$ cat src/rtl/snd_mailbox_if.sv
// Main-CPU / sound-CPU side signals of the sound command mailbox.
// The master modport is the CPU side; the slave modport is the mailbox.
interface snd_mailbox_if #(
    parameter int WIDTH = 8,
    parameter int DEPTH = 4
);
    localparam int CW = $clog2(DEPTH) + 1;

    logic             m_wr;
    logic [WIDTH-1:0] m_din;
    logic             m_rd;
    logic [WIDTH-1:0] m_dout;
    logic             reply_valid;
    logic             s_rd;
    logic [WIDTH-1:0] s_dout;
    logic             s_wr;
    logic [WIDTH-1:0] s_din;
    logic             s_inta;
    logic             s_nmi;
    logic [CW-1:0]    count;
    logic             full;
    logic             overflow;
    logic             ovf_clr;

    modport master (
        output m_wr, m_din, m_rd, s_rd, s_wr, s_din, s_inta, ovf_clr,
        input  m_dout, reply_valid, s_dout, s_nmi, count, full, overflow
    );

    modport slave (
        input  m_wr, m_din, m_rd, s_rd, s_wr, s_din, s_inta, ovf_clr,
        output m_dout, reply_valid, s_dout, s_nmi, count, full, overflow
    );
endinterface

$ cat src/rtl/snd_mailbox.sv
// Main-to-sound command FIFO with per-command NMI and a reply latch back to main.
// s_dout behaves as a latch: it keeps the last command once the FIFO drains.
module snd_mailbox #(
    parameter int WIDTH       = 8,
    parameter int DEPTH       = 4,
    parameter bit OVERWRITE   = 1'b0,
    parameter bit CHANGE_ONLY = 1'b0
) (
    input logic          clk_sys,
    input logic          reset_n,
    snd_mailbox_if.slave bus
);
    localparam int CW = $clog2(DEPTH) + 1;
    localparam int PW = (DEPTH > 1) ? $clog2(DEPTH) : 1;
    localparam logic [CW-1:0] FULL_CNT = CW'(DEPTH);

    logic [WIDTH-1:0] mem_q [DEPTH];
    logic [PW-1:0]    wr_ptr_q, wr_ptr_d, rd_ptr_q, rd_ptr_d;
    logic [CW-1:0]    count_q, count_d;
    logic [WIDTH-1:0] last_q, last_d;
    logic [WIDTH-1:0] s_dout_q, s_dout_d;
    logic [WIDTH-1:0] m_dout_q, m_dout_d;
    logic             reply_valid_q, reply_valid_d;
    logic             s_nmi_q, s_nmi_d;
    logic             overflow_q, overflow_d;
    logic             full_q, full_d;

    logic             is_empty, is_full, want, pop, push, evict, ovf_evt;
    logic [WIDTH-1:0] head;

    function automatic logic [PW-1:0] ptr_inc(input logic [PW-1:0] p);
        return (DEPTH == 1) ? '0 : p + 1'b1;
    endfunction

    always_comb begin
        is_empty = (count_q == '0);
        is_full  = (count_q == FULL_CNT);
        want     = bus.m_wr && (!CHANGE_ONLY || (bus.m_din != last_q));
        pop      = bus.s_rd && !is_empty;
        // A same-cycle pop frees a slot, so a push at full is never an overflow then.
        push     = want && (!is_full || pop || OVERWRITE);
        evict    = want && is_full && !pop && OVERWRITE;
        ovf_evt  = want && is_full && !pop;

        wr_ptr_d = push ? ptr_inc(wr_ptr_q) : wr_ptr_q;
        rd_ptr_d = (pop || evict) ? ptr_inc(rd_ptr_q) : rd_ptr_q;

        count_d = count_q;
        if (push && !pop && !evict)
            count_d = count_q + 1'b1;
        else if (pop && !push)
            count_d = count_q - 1'b1;

        // The new head may be the slot written this very cycle.
        head     = (push && (rd_ptr_d == wr_ptr_q)) ? bus.m_din : mem_q[rd_ptr_d];
        s_dout_d = (count_d != '0) ? head : s_dout_q;
        last_d   = push ? bus.m_din : last_q;
        full_d   = (count_d == FULL_CNT);

        s_nmi_d = s_nmi_q;
        if (push || (pop && (count_d != '0)))
            s_nmi_d = 1'b1;
        else if (bus.s_inta)
            s_nmi_d = 1'b0;

        overflow_d = overflow_q;
        if (ovf_evt)
            overflow_d = 1'b1;
        else if (bus.ovf_clr)
            overflow_d = 1'b0;

        m_dout_d      = bus.s_wr ? bus.s_din : m_dout_q;
        reply_valid_d = reply_valid_q;
        if (bus.s_wr)
            reply_valid_d = 1'b1;
        else if (bus.m_rd)
            reply_valid_d = 1'b0;
    end

    always_ff @(posedge clk_sys) begin
        if (push)
            mem_q[wr_ptr_q] <= bus.m_din;
    end

    always_ff @(posedge clk_sys or negedge reset_n) begin
        if (!reset_n) begin
            wr_ptr_q      <= '0;
            rd_ptr_q      <= '0;
            count_q       <= '0;
            last_q        <= '0;
            s_dout_q      <= '0;
            m_dout_q      <= '0;
            reply_valid_q <= 1'b0;
            s_nmi_q       <= 1'b0;
            overflow_q    <= 1'b0;
            full_q        <= 1'b0;
        end else begin
            wr_ptr_q      <= wr_ptr_d;
            rd_ptr_q      <= rd_ptr_d;
            count_q       <= count_d;
            last_q        <= last_d;
            s_dout_q      <= s_dout_d;
            m_dout_q      <= m_dout_d;
            reply_valid_q <= reply_valid_d;
            s_nmi_q       <= s_nmi_d;
            overflow_q    <= overflow_d;
            full_q        <= full_d;
        end
    end

    assign bus.count       = count_q;
    assign bus.full        = full_q;
    assign bus.s_dout      = s_dout_q;
    assign bus.s_nmi       = s_nmi_q;
    assign bus.overflow    = overflow_q;
    assign bus.m_dout      = m_dout_q;
    assign bus.reply_valid = reply_valid_q;
endmodule

$ cat src/flat_wrapper.sv
// flat-port wrapper written by rule: the top's interface ports become plain ports
module snd_mailbox_flat 
#(
    parameter int WIDTH       = 8,
    parameter int DEPTH       = 4,
    parameter bit OVERWRITE   = 1'b0,
    parameter bit CHANGE_ONLY = 1'b0
)
  (clk_sys, reset_n, bus_m_wr, bus_m_din, bus_m_rd, bus_s_rd, bus_s_wr, bus_s_din, bus_s_inta, bus_ovf_clr, bus_m_dout, bus_reply_valid, bus_s_dout, bus_s_nmi, bus_count, bus_full, bus_overflow);
  snd_mailbox_if #(.WIDTH(WIDTH), .DEPTH(DEPTH)) bus_i ();
  input logic clk_sys;
  input logic reset_n;
  input wire logic [$bits(bus_i.m_wr)-1:0] bus_m_wr;
  input wire logic [$bits(bus_i.m_din)-1:0] bus_m_din;
  input wire logic [$bits(bus_i.m_rd)-1:0] bus_m_rd;
  input wire logic [$bits(bus_i.s_rd)-1:0] bus_s_rd;
  input wire logic [$bits(bus_i.s_wr)-1:0] bus_s_wr;
  input wire logic [$bits(bus_i.s_din)-1:0] bus_s_din;
  input wire logic [$bits(bus_i.s_inta)-1:0] bus_s_inta;
  input wire logic [$bits(bus_i.ovf_clr)-1:0] bus_ovf_clr;
  output wire logic [$bits(bus_i.m_dout)-1:0] bus_m_dout;
  output wire logic [$bits(bus_i.reply_valid)-1:0] bus_reply_valid;
  output wire logic [$bits(bus_i.s_dout)-1:0] bus_s_dout;
  output wire logic [$bits(bus_i.s_nmi)-1:0] bus_s_nmi;
  output wire logic [$bits(bus_i.count)-1:0] bus_count;
  output wire logic [$bits(bus_i.full)-1:0] bus_full;
  output wire logic [$bits(bus_i.overflow)-1:0] bus_overflow;
  assign bus_i.m_wr = bus_m_wr;
  assign bus_i.m_din = bus_m_din;
  assign bus_i.m_rd = bus_m_rd;
  assign bus_i.s_rd = bus_s_rd;
  assign bus_i.s_wr = bus_s_wr;
  assign bus_i.s_din = bus_s_din;
  assign bus_i.s_inta = bus_s_inta;
  assign bus_i.ovf_clr = bus_ovf_clr;
  assign bus_m_dout = bus_i.m_dout;
  assign bus_reply_valid = bus_i.reply_valid;
  assign bus_s_dout = bus_i.s_dout;
  assign bus_s_nmi = bus_i.s_nmi;
  assign bus_count = bus_i.count;
  assign bus_full = bus_i.full;
  assign bus_overflow = bus_i.overflow;
  snd_mailbox #(.WIDTH(WIDTH), .DEPTH(DEPTH), .OVERWRITE(OVERWRITE), .CHANGE_ONLY(CHANGE_ONLY)) u_core (.clk_sys(clk_sys), .reset_n(reset_n), .bus(bus_i));
endmodule
$ cat config.mk
export PLATFORM = sky130hd
export DESIGN_NAME = snd_mailbox_flat
export DESIGN_NICKNAME = d
export VERILOG_FILES = /design/src/rtl/snd_mailbox_if.sv /design/src/rtl/snd_mailbox.sv /design/src/flat_wrapper.sv
export SDC_FILE = /design/constraint.sdc
export NUM_CORES = 1
export LEC_CHECK = 0
export CORE_MARGIN = 4
export CORE_UTILIZATION = 49
export CTS_CLUSTER_DIAMETER = 120
export DETAILED_ROUTE_END_ITERATION = 16
export GPL_ROUTABILITY_DRIVEN = 0
export MAX_ROUTING_LAYER = met4
export PLACE_DENSITY = 0.76
export SLEW_MARGIN = 0
export SYNTH_ARGS = -nofsm -noshare
export SYNTH_HDL_FRONTEND = slang
export SYNTH_SLANG_ARGS = --single-unit
$ cat constraint.sdc
create_clock -name clk_sys -period 2 [get_ports clk_sys]
set_input_delay 0.2 -clock clk_sys [delete_from_list [all_inputs] [get_ports clk_sys]]
set_output_delay 0.2 -clock clk_sys [all_outputs]
set_load 0.01 [all_outputs]
# Word-level counts from Yosys, hierarchy flattened
# Memories as Yosys holds them, arrays and structs flattened. A register that Yosys moved wholly into a read port is not among the register bits.
# Cells that the tools add are included.
# classes
addsub,4
eq_ne,2
n_mux,11
reduce_logical,19
# op_table
op,n
2-to-1 mux 1 bit,8
logical AND 1 bit,7
== test 3 bit (second input constant),2
2-to-1 mux 3 bit,2
nonzero test 2 bit,3
logical NOT 1 bit,5
adder 2 x 1 -> 2 bit (second input constant),2
adder 3 x 1 -> 3 bit (second input constant),1
logical NOT 3 bit,1
nonzero test 3 bit,1
subtractor 3 x 1 -> 3 bit (second input constant),1
logical OR 1 bit,2
2-to-1 mux 2 bit,1
# totals
reg_bits,19
ram_bits,32
input_bits,24
output_inout_bits,23
word_cells,45
mem_count,1
# memory_table
memory,depth,width,rd,rd_ports_with_merged_regs,wr,line,text
u_core.mem_q,4,8,1,1,1,snd_mailbox.sv:17,logic [WIDTH-1:0] mem_q [DEPTH];

# Depth between registers and ports, before layout
# Gate-level depths: netlist (run 1).
# depth
ltp_word,13
depth_mapped,9
depth_no_buf,7

# Worst setup path after synthesis (run 1)
# No wires, ideal clock.
# synth_path
kind,reg-to-reg
from,register u_core.count_q[0] (netlist: u_core.bus.count[0])
to,register u_core.s_nmi_q (netlist: u_core.bus.s_nmi)
setup_time_ps,139
arrival_time_ps,1968
required_ps,1861
setup_slack_ps,-108
path_stages_with_launch,9
path_buffers,1
period_less_slack_ps,2108
cell_sequence,dfrtp_1 -> inv_1 -> ha_1 -> mux2i_1 -> a22oi_2 -> xnor2_2 -> and3_1 -> buf_6 -> o221ai_1
# synth_between
elab_chain_cells,13
word_cells_on_any_way,20
classes_between,add/sub: 2; eq/ne: 1; mux: 3; reduce/logical: 14
# synth_rtl
item,line,text
from (decl),snd_mailbox.sv:19,"logic [CW-1:0] count_q, count_d;"
from (signal assigned),snd_mailbox.sv:100,count_q <= count_d;
logical NOT 3 bit,snd_mailbox.sv:36,is_empty = (count_q == '0);
logical NOT 1 bit,snd_mailbox.sv:39,pop = bus.s_rd && !is_empty;
logical AND 1 bit,snd_mailbox.sv:39,
logical OR 1 bit,snd_mailbox.sv:41,push = want && (!is_full || pop || OVERWRITE);
logical AND 1 bit,snd_mailbox.sv:41,
logical NOT 1 bit,snd_mailbox.sv:51,else if (pop && !push)
logical AND 1 bit,snd_mailbox.sv:51,
2-to-1 mux 3 bit,snd_mailbox.sv:51,
2-to-1 mux 3 bit,snd_mailbox.sv:49,if (push && !pop && !evict)
nonzero test 3 bit,snd_mailbox.sv:61,if (push || (pop && (count_d != '0)))
logical AND 1 bit,snd_mailbox.sv:61,
logical OR 1 bit *,snd_mailbox.sv:61,
2-to-1 mux 1 bit / nonzero test 2 bit (equally long branches),-,
to (signal assigned),snd_mailbox.sv:105,s_nmi_q <= s_nmi_d;
to (decl),snd_mailbox.sv:24,"logic s_nmi_q, s_nmi_d;"
# Mark *: on every way between the ends. The rest lies on a longest branch, timed or not.
# A chain may end at the register's enable or synchronous reset.

# Worst setup path after layout (run 1)
# layout_path
from,register u_core.count_q[0] (netlist: u_core.bus.count[0])
to,register u_core.s_dout_q[7] (netlist: u_core.bus.s_dout[7]) (read register of u_core.mem_q)
# layout_between
elab_chain_cells,10
word_cells_on_any_way,17
classes_between,add/sub: 2; eq/ne: 1; mux: 3; reduce/logical: 11
# layout_rtl
item,line,text
logical NOT 3 bit,snd_mailbox.sv:36,
logical NOT 1 bit,snd_mailbox.sv:39,
logical AND 1 bit,snd_mailbox.sv:39,
logical OR 1 bit,snd_mailbox.sv:41,
logical AND 1 bit,snd_mailbox.sv:41,
logical NOT 1 bit,snd_mailbox.sv:51,
logical AND 1 bit,snd_mailbox.sv:51,
2-to-1 mux 3 bit,snd_mailbox.sv:51,
2-to-1 mux 3 bit,snd_mailbox.sv:49,
nonzero test 3 bit,snd_mailbox.sv:56,s_dout_d = (count_d != '0) ? head : s_dout_q;
to (decl),snd_mailbox.sv:21,"logic [WIDTH-1:0] s_dout_q, s_dout_d;"
# Several ways; a longest one is shown, not always the timed one.

==> impl_metrics.ini, run 1 <==
[worst_setup_path]
end_kind = register
cp.arrival_ps = 2260
critPathTopFamily = compound AO/OA/AOI/OAI gates
cp_slowest_cell = dfrtp_1
critPathRequiredTime_ps = 2220
cp_num_buf_inv = 2
crit_chain = inv_2 -> ha_4 -> and2b_4 -> buf_12 -> nor2_4 -> a32o_4 -> a2111oi_4 -> o31ai_2
cp_slowest_stage_delay_ps = 400
worstPathMaxFanout = 8
cp-start-kind = register
path_class = register to register

[timing]
grt_setup_unrepaired = yes
drv_slew = 0
setup_viol = 4
worst_pin_slew_ps = 526
max_freq_mhz = 491
hold_viol_final = 0
period_share = 1.02
min_period_ps = 2040
skew_ps = 6.13
relSlewSlack = 0.650
hold_ws_ps = 251
timing.final.ws_setup_ps = -38.0

[routing]
firstDrtPassIters = 5
drtAntennaViolNets = 0
drt_iter0_markers = 225
drc = 0
vias = 2766
drt-total-wl_um = 9520
vias_per_cell = 6.37
routedWlPerCell_um = 21.9

[clock_network]
cts_made_buffers = 9
cts.sinks = 59
clk_pin_slew_ps = 70
htree_levels = 3
cts-root-buf = clkbuf_8
ctsHoldBuffers = 0
cts_tree = built
cts_buffer_depth = 2
worstSkewPairLatency_ps = 340

[floorplanning]
rows = 29
die-area_sq_mm = 0.00793
die_x_um = 89.1
io_pins = 47
die_y_um = 89.1
core_area_sq_mm = 0.00635
initial_core_util = 0.507

[global_route]
grt_max_degree = 28
antenna_found_initial = 0
grt_pass1_vias = 2687
grt_usage = 0.238
grt_overflow = 0
grt_pass1_wl_um = 13400

[synthesis]
synthArstFlopShare = 0.458
syn_nets = 301
postSynthAreaPerCell_sq_um = 11.9
synth_warnings = 0
postSynthCellCount = 270
synth_area_sq_mm = 0.00322
synth_edf_count = 32
synthFlopType = edfxtp_1
synth-simple-area-share = 0.130
synth-compound-area-share = 0.207
synth_fa_ha_area_frac = 0.0272
ys_ff_latch = 59
synth_top_family_by_area = compound AO/OA/AOI/OAI gates
synth_xor_area_frac = 0.0159
synthMuxAreaShare = 0.0594
ys_types = 44
synth_seq_area_share = 0.508

[layout]
syn_to_final_growth_pct = 40.1
final_net_count = 383
fillCellCount = 441
multi_input_area_sq_mm = 0.00161
antenna_cells = 0
seqCellArea_sq_mm = 0.00164
drive_gt1_frac = 0.305

[power]
irDropWorstVdd_mv = 1.17
switching_share = 0.402
power_density_mw_per_mm2 = 1620
power_frac_seq = 0.256
p_leak_nw = 1.71
total_power_mw = 7.29
p_sw_mw = 2.93
clockPowerShare = 0.142
combPwrFrac = 0.602
internal-power_mw = 4.36

[min_path]
min_path_type = primary input to async pin

[outcome]
status = complete, but fails checks
failed_checks = setup timing

[placement]
hpwl_um = 5910
portBuffers = 46

[run]
max-cap-violations = 0
[flip-flops by register name (all words and copies together), names as in the netlist]
name / count
u_core.bus.overflow: 1
u_core.bus.s_nmi: 1
u_core.mem_q: 32
u_core.rd_ptr_q: 2
u_core.bus.count: 3
u_core.bus.m_dout: 8
u_core.wr_ptr_q: 2
u_core.bus.full: 1
u_core.bus.reply_valid: 1
u_core.bus.s_dout: 8
[placed cells by master, fill, tap and decap left out, drive strengths merged, types with 9 or more instances in the layout]
| master | count |
|---|---|
| clkbuf | 11 |
| buf | 43 |
| o21ai | 14 |
| nor2b | 13 |
| edfxtp | 32 |
| clkdlybuf4s50 | 46 |
| a211oi | 9 |
| inv | 14 |
| nand3 | 11 |
| dfrtp | 27 |
| nor3 | 11 |
| mux2 | 9 |
| a211o | 9 |
| mux2i | 9 |
| nand4 | 16 |
[layout make-up]
cell class                 count  area share
clock buffer                   9      0.0275
clock inverter                 7      0.0130
timing repair buffer          91       0.207
sequential                    59       0.363
inverter                      14      0.0117
multi-input combinational    177       0.356
tap                           77      0.0214
[per-stage QoR]
| stage | cells | utilization | setup TNS [ps] | setup WS, ps | area [sq um] |
|---|---|---|---|---|---|
| final | 434 | 0.710 | -111 | -38.0 | 4510 |
| after CTS | 429 | 0.683 | -141 | -36.0 | 4340 |
| after global placement | 413 | 0.643 | -1060 | -132 | 4090 |
| after global routing | 434 | 0.710 | -475 | -103 | 4510 |
| after detailed placement | 413 | 0.643 | -2240 | -293 | 4090 |
| after floorplan | 270 | - | 0 | 20.2 | 3240 |
[per-layer routing]
metal	wire length (um)	part of all wire	track usage
met3	764	0.080	0.0498
met5	0	0	-
met4	316	0.033	0.127
met1	3560	0.37	0.272
met2	4880	0.51	0.393
[repair_timing]
| action | 4_1_cts | 5_1_grt |
|---|---|---|
| cloned | 0 | 3 |
| setup buffers | 0 | 2 |
| gates resized for setup | 8 | 15 |
| pin swaps | 1 | 10 |
| setup endpoints to repair | 8 | 9 |
[path summary, 6_finish.rpt]
kind	start	endpoint	slack, ps	cells past startpoint
worst max register to register	u_core.bus.count[0]$_DFF_PN0_	u_core.bus.s_dout[7]$_DFFE_PN0P_	-40	8
max in group asynchronous	reset_n	u_core.bus.count[1]$_DFF_PN0_	1460	2
worst max-delay path	u_core.bus.count[0]$_DFF_PN0_	u_core.bus.s_dout[7]$_DFFE_PN0P_	-40	8
min in group clk_sys	bus_ovf_clr	u_core.bus.overflow$_DFFE_PN0P_	430	2
worst min-delay path	reset_n	u_core.bus.m_dout[2]$_DFFE_PN0P_	250	2
worst min register to register	u_core.bus.reply_valid$_DFFE_PN0P_	u_core.bus.reply_valid$_DFFE_PN0P_	490	1
[power groups by stage]
stage	Combinational, mW	Clock, mW	Sequential, mW
floorplan	2.23	0	1.89
finish	4.39	1.04	1.86
CTS	3.88	1.03	1.85
global route	4.62	1.09	1.89
global placement	3.60	0	1.86
detailed placement	3.71	0	1.87
[kinds of logic (layout without fill, tap and decap cells)]
group                    after synthesis  after routing
buffers and inverters                 35            121
adder cells (fa/ha/maj)                7              7
flip-flops                            59             59
AND/OR/NAND/NOR                       71             72
AO/OA/AOI/OAI                         75             75
multiplexers                          18             18
XOR/XNOR                               5              5
[cells in the mapped netlist (6+ instances only)]
master      n  area (sq um)
nand2_1     6          22.5
a2111oi_2   8           120
clkbuf_1    7          26.3
o21ai_0    12          60.1
and3_1      6          37.5
nor3_1     11          55.1
nand4_1    16           100
dfrtp_1    27           676
o31ai_2     8           100
a211oi_1    9          67.6
nor2b_1    12          75.1
buf_2       7          35.0
edfxtp_1   32           961
o211ai_1    8          60.1
mux2_2      9           101
nand3_1    11          55.1
ha_1        7          87.6
a211o_1     9          78.8
a21boi_0    8          60.1
mux2i_1     9          90.1
inv_1      12          45.0
Power figures use the tool's default switching activity.
==> run 2, diff against run 1 <==
Settings changed: ABC_CLOCK_PERIOD_IN_PS set to 2000, MAX_ROUTING_LAYER met4 to not set.
==> impl_metrics.ini, run 2 (synthesized netlist as in run 1, its figures left out) <==
[routing]
drc = 0
routedWlPerCell_um = 21.9
drt_iter0_markers = 284
drtAntennaViolNets = 0
firstDrtPassIters = 5
vias = 2725
drt-total-wl_um = 9510
vias_per_cell = 6.28

[power]
combPwrFrac = 0.601
clockPowerShare = 0.142
total_power_mw = 7.27
p_leak_nw = 1.71
internal-power_mw = 4.36
p_sw_mw = 2.92
power_frac_seq = 0.257
switching_share = 0.401
power_density_mw_per_mm2 = 1610
irDropWorstVdd_mv = 1.17

[clock_network]
clk_pin_slew_ps = 70
cts_made_buffers = 9
ctsHoldBuffers = 0
worstSkewPairLatency_ps = 340
cts.sinks = 59
cts-root-buf = clkbuf_8
cts_buffer_depth = 2
htree_levels = 3
cts_tree = built

[floorplanning]
initial_core_util = 0.507
io_pins = 47
die-area_sq_mm = 0.00793
die_x_um = 89.1
core_area_sq_mm = 0.00635
die_y_um = 89.1
rows = 29

[layout]
regMostFlops = u_core.mem_q
antenna_cells = 0
final_common_cell = clkdlybuf4s50_1
largest_register_ffs = 32
drive_gt1_frac = 0.305
fin_cells = 434
syn_to_final_growth_pct = 40.1
fillCellCount = 441
final_net_count = 383
layout_common_cells = clkdlybuf4s50_1 (46), buf_4 (35), edfxtp_1 (32)
final_area_sq_mm = 0.00451

[timing]
worst_pin_slew_ps = 531
timing.final.ws_setup_ps = -34.4
setup_viol = 3
relSlewSlack = 0.646
skew_ps = 9.05
max_freq_mhz = 492
grt_setup_unrepaired = yes
period_share = 1.02
drv_slew = 0
finalSetupTns_ps = -80.5
hold_viol_final = 0
min_period_ps = 2030

[worst_setup_path]
cp_slowest_cell = dfrtp_1
worstPathMaxFanout = 8
cp-start-kind = register
cp_slowest_stage_delay_ps = 400
path_class = register to register
cp_num_buf_inv = 2
crit_path_start = u_core.bus.count[0]$_DFF_PN0_
crit_chain = inv_2 -> ha_4 -> and2b_4 -> buf_12 -> nor2_4 -> a32o_4 -> a2111oi_4 -> o31ai_2
end_kind = register
cp.arrival_ps = 2260
critPathRequiredTime_ps = 2220
critPathTopFamily = compound AO/OA/AOI/OAI gates
worstReg2RegStart = u_core.bus.count[0]$_DFF_PN0_

[placement]
hpwl_um = 5910
dpl_cell_area_sq_mm = 0.00409
portBuffers = 46
dp.cells = 413
place_ws_ps = -293

[run]
max-cap-violations = 0

[global_route]
grt_overflow = 0
grt_pass1_wl_um = 13300
grt_pass1_vias = 2684
grt_max_degree = 28
grt_usage = 0.230
antenna_found_initial = 0

[min_path]
min_path_type = primary input to async pin

[outcome]
status = complete, but fails checks
failed_checks = setup timing
==> run 2: timing repair <==
| item | 4_1_cts | 5_1_grt |
|---|---|---|
| pin swaps | 1 | 10 |
| setup endpoints to repair | 8 | 9 |
| cloned | 0 | 3 |
| resized for setup | 8 | 15 |
| buffers inserted | 0 | 2 |
==> run 2: power by group through the flow <==
stage | logic (mW) | registers (mW) | clock network, mW
after global routing | 4.61 | 1.89 | 1.09
after global placement | 3.60 | 1.86 | 0
after CTS | 3.88 | 1.85 | 1.03
final | 4.37 | 1.87 | 1.03
after detailed placement | 3.71 | 1.87 | 0
after floorplan | 2.23 | 1.89 | 0
==> run 2: path summary, 6_finish.rpt <==
kind                            slack, ps                                  to  cells after the start
worst min register to register        500  u_core.bus.reply_valid$_DFFE_PN0P_                      1
worst max register to register        -30    u_core.bus.s_dout[7]$_DFFE_PN0P_                      8
max in group asynchronous            1460       u_core.bus.count[1]$_DFF_PN0_                      2
worst max-delay path                  -30    u_core.bus.s_dout[7]$_DFFE_PN0P_                      8
min in group clk_sys                  440     u_core.bus.overflow$_DFFE_PN0P_                      2
worst min-delay path                  250    u_core.bus.s_dout[5]$_DFFE_PN0P_                      2
==> run 2: stage by stage <==
step	hold WS, ps	utilization
4_1_cts	247	0.683
5_1_grt	282	0.710
2_1_floorplan	-95.6	-
3_5_place_dp	489	0.643
3_3_place_gp	469	0.643
6_report	249	0.710
==> run 2: layout make-up <==
| type | count | area, sq um | share of cell area |
|---|---|---|---|
| flip-flops and latches | 59 | 1640 | 0.363 |
| multi-input cells | 177 | 1610 | 0.356 |
| repair buffers | 91 | 933 | 0.207 |
| clock buffers | 9 | 124 | 0.0275 |
| well taps | 77 | 96.3 | 0.0214 |
| clock inverters | 7 | 58.8 | 0.0130 |
| inverters | 14 | 52.6 | 0.0117 |
==> run 2: worst reg2reg max path, delay by kind of cell (launching register included) <==
kind	cells	cell delay, ps
AND/OR/NAND/NOR	2	290
AO/OA/AOI/OAI	3	850
buffers and inverters	2	230
adder cells (fa/ha/maj)	1	150
flip-flops	1	400
==> run 2: layer usage <==
metal | vias to the layer above | GRT usage | routed length, um
li1 | 1207 | - | -
met1 | 1339 | 0.271 | 3640
met2 | 145 | 0.393 | 4900
met3 | 34 | 0.0387 | 689
met4 | 0 | 0.139 | 286
met5 | - | 0 | 0
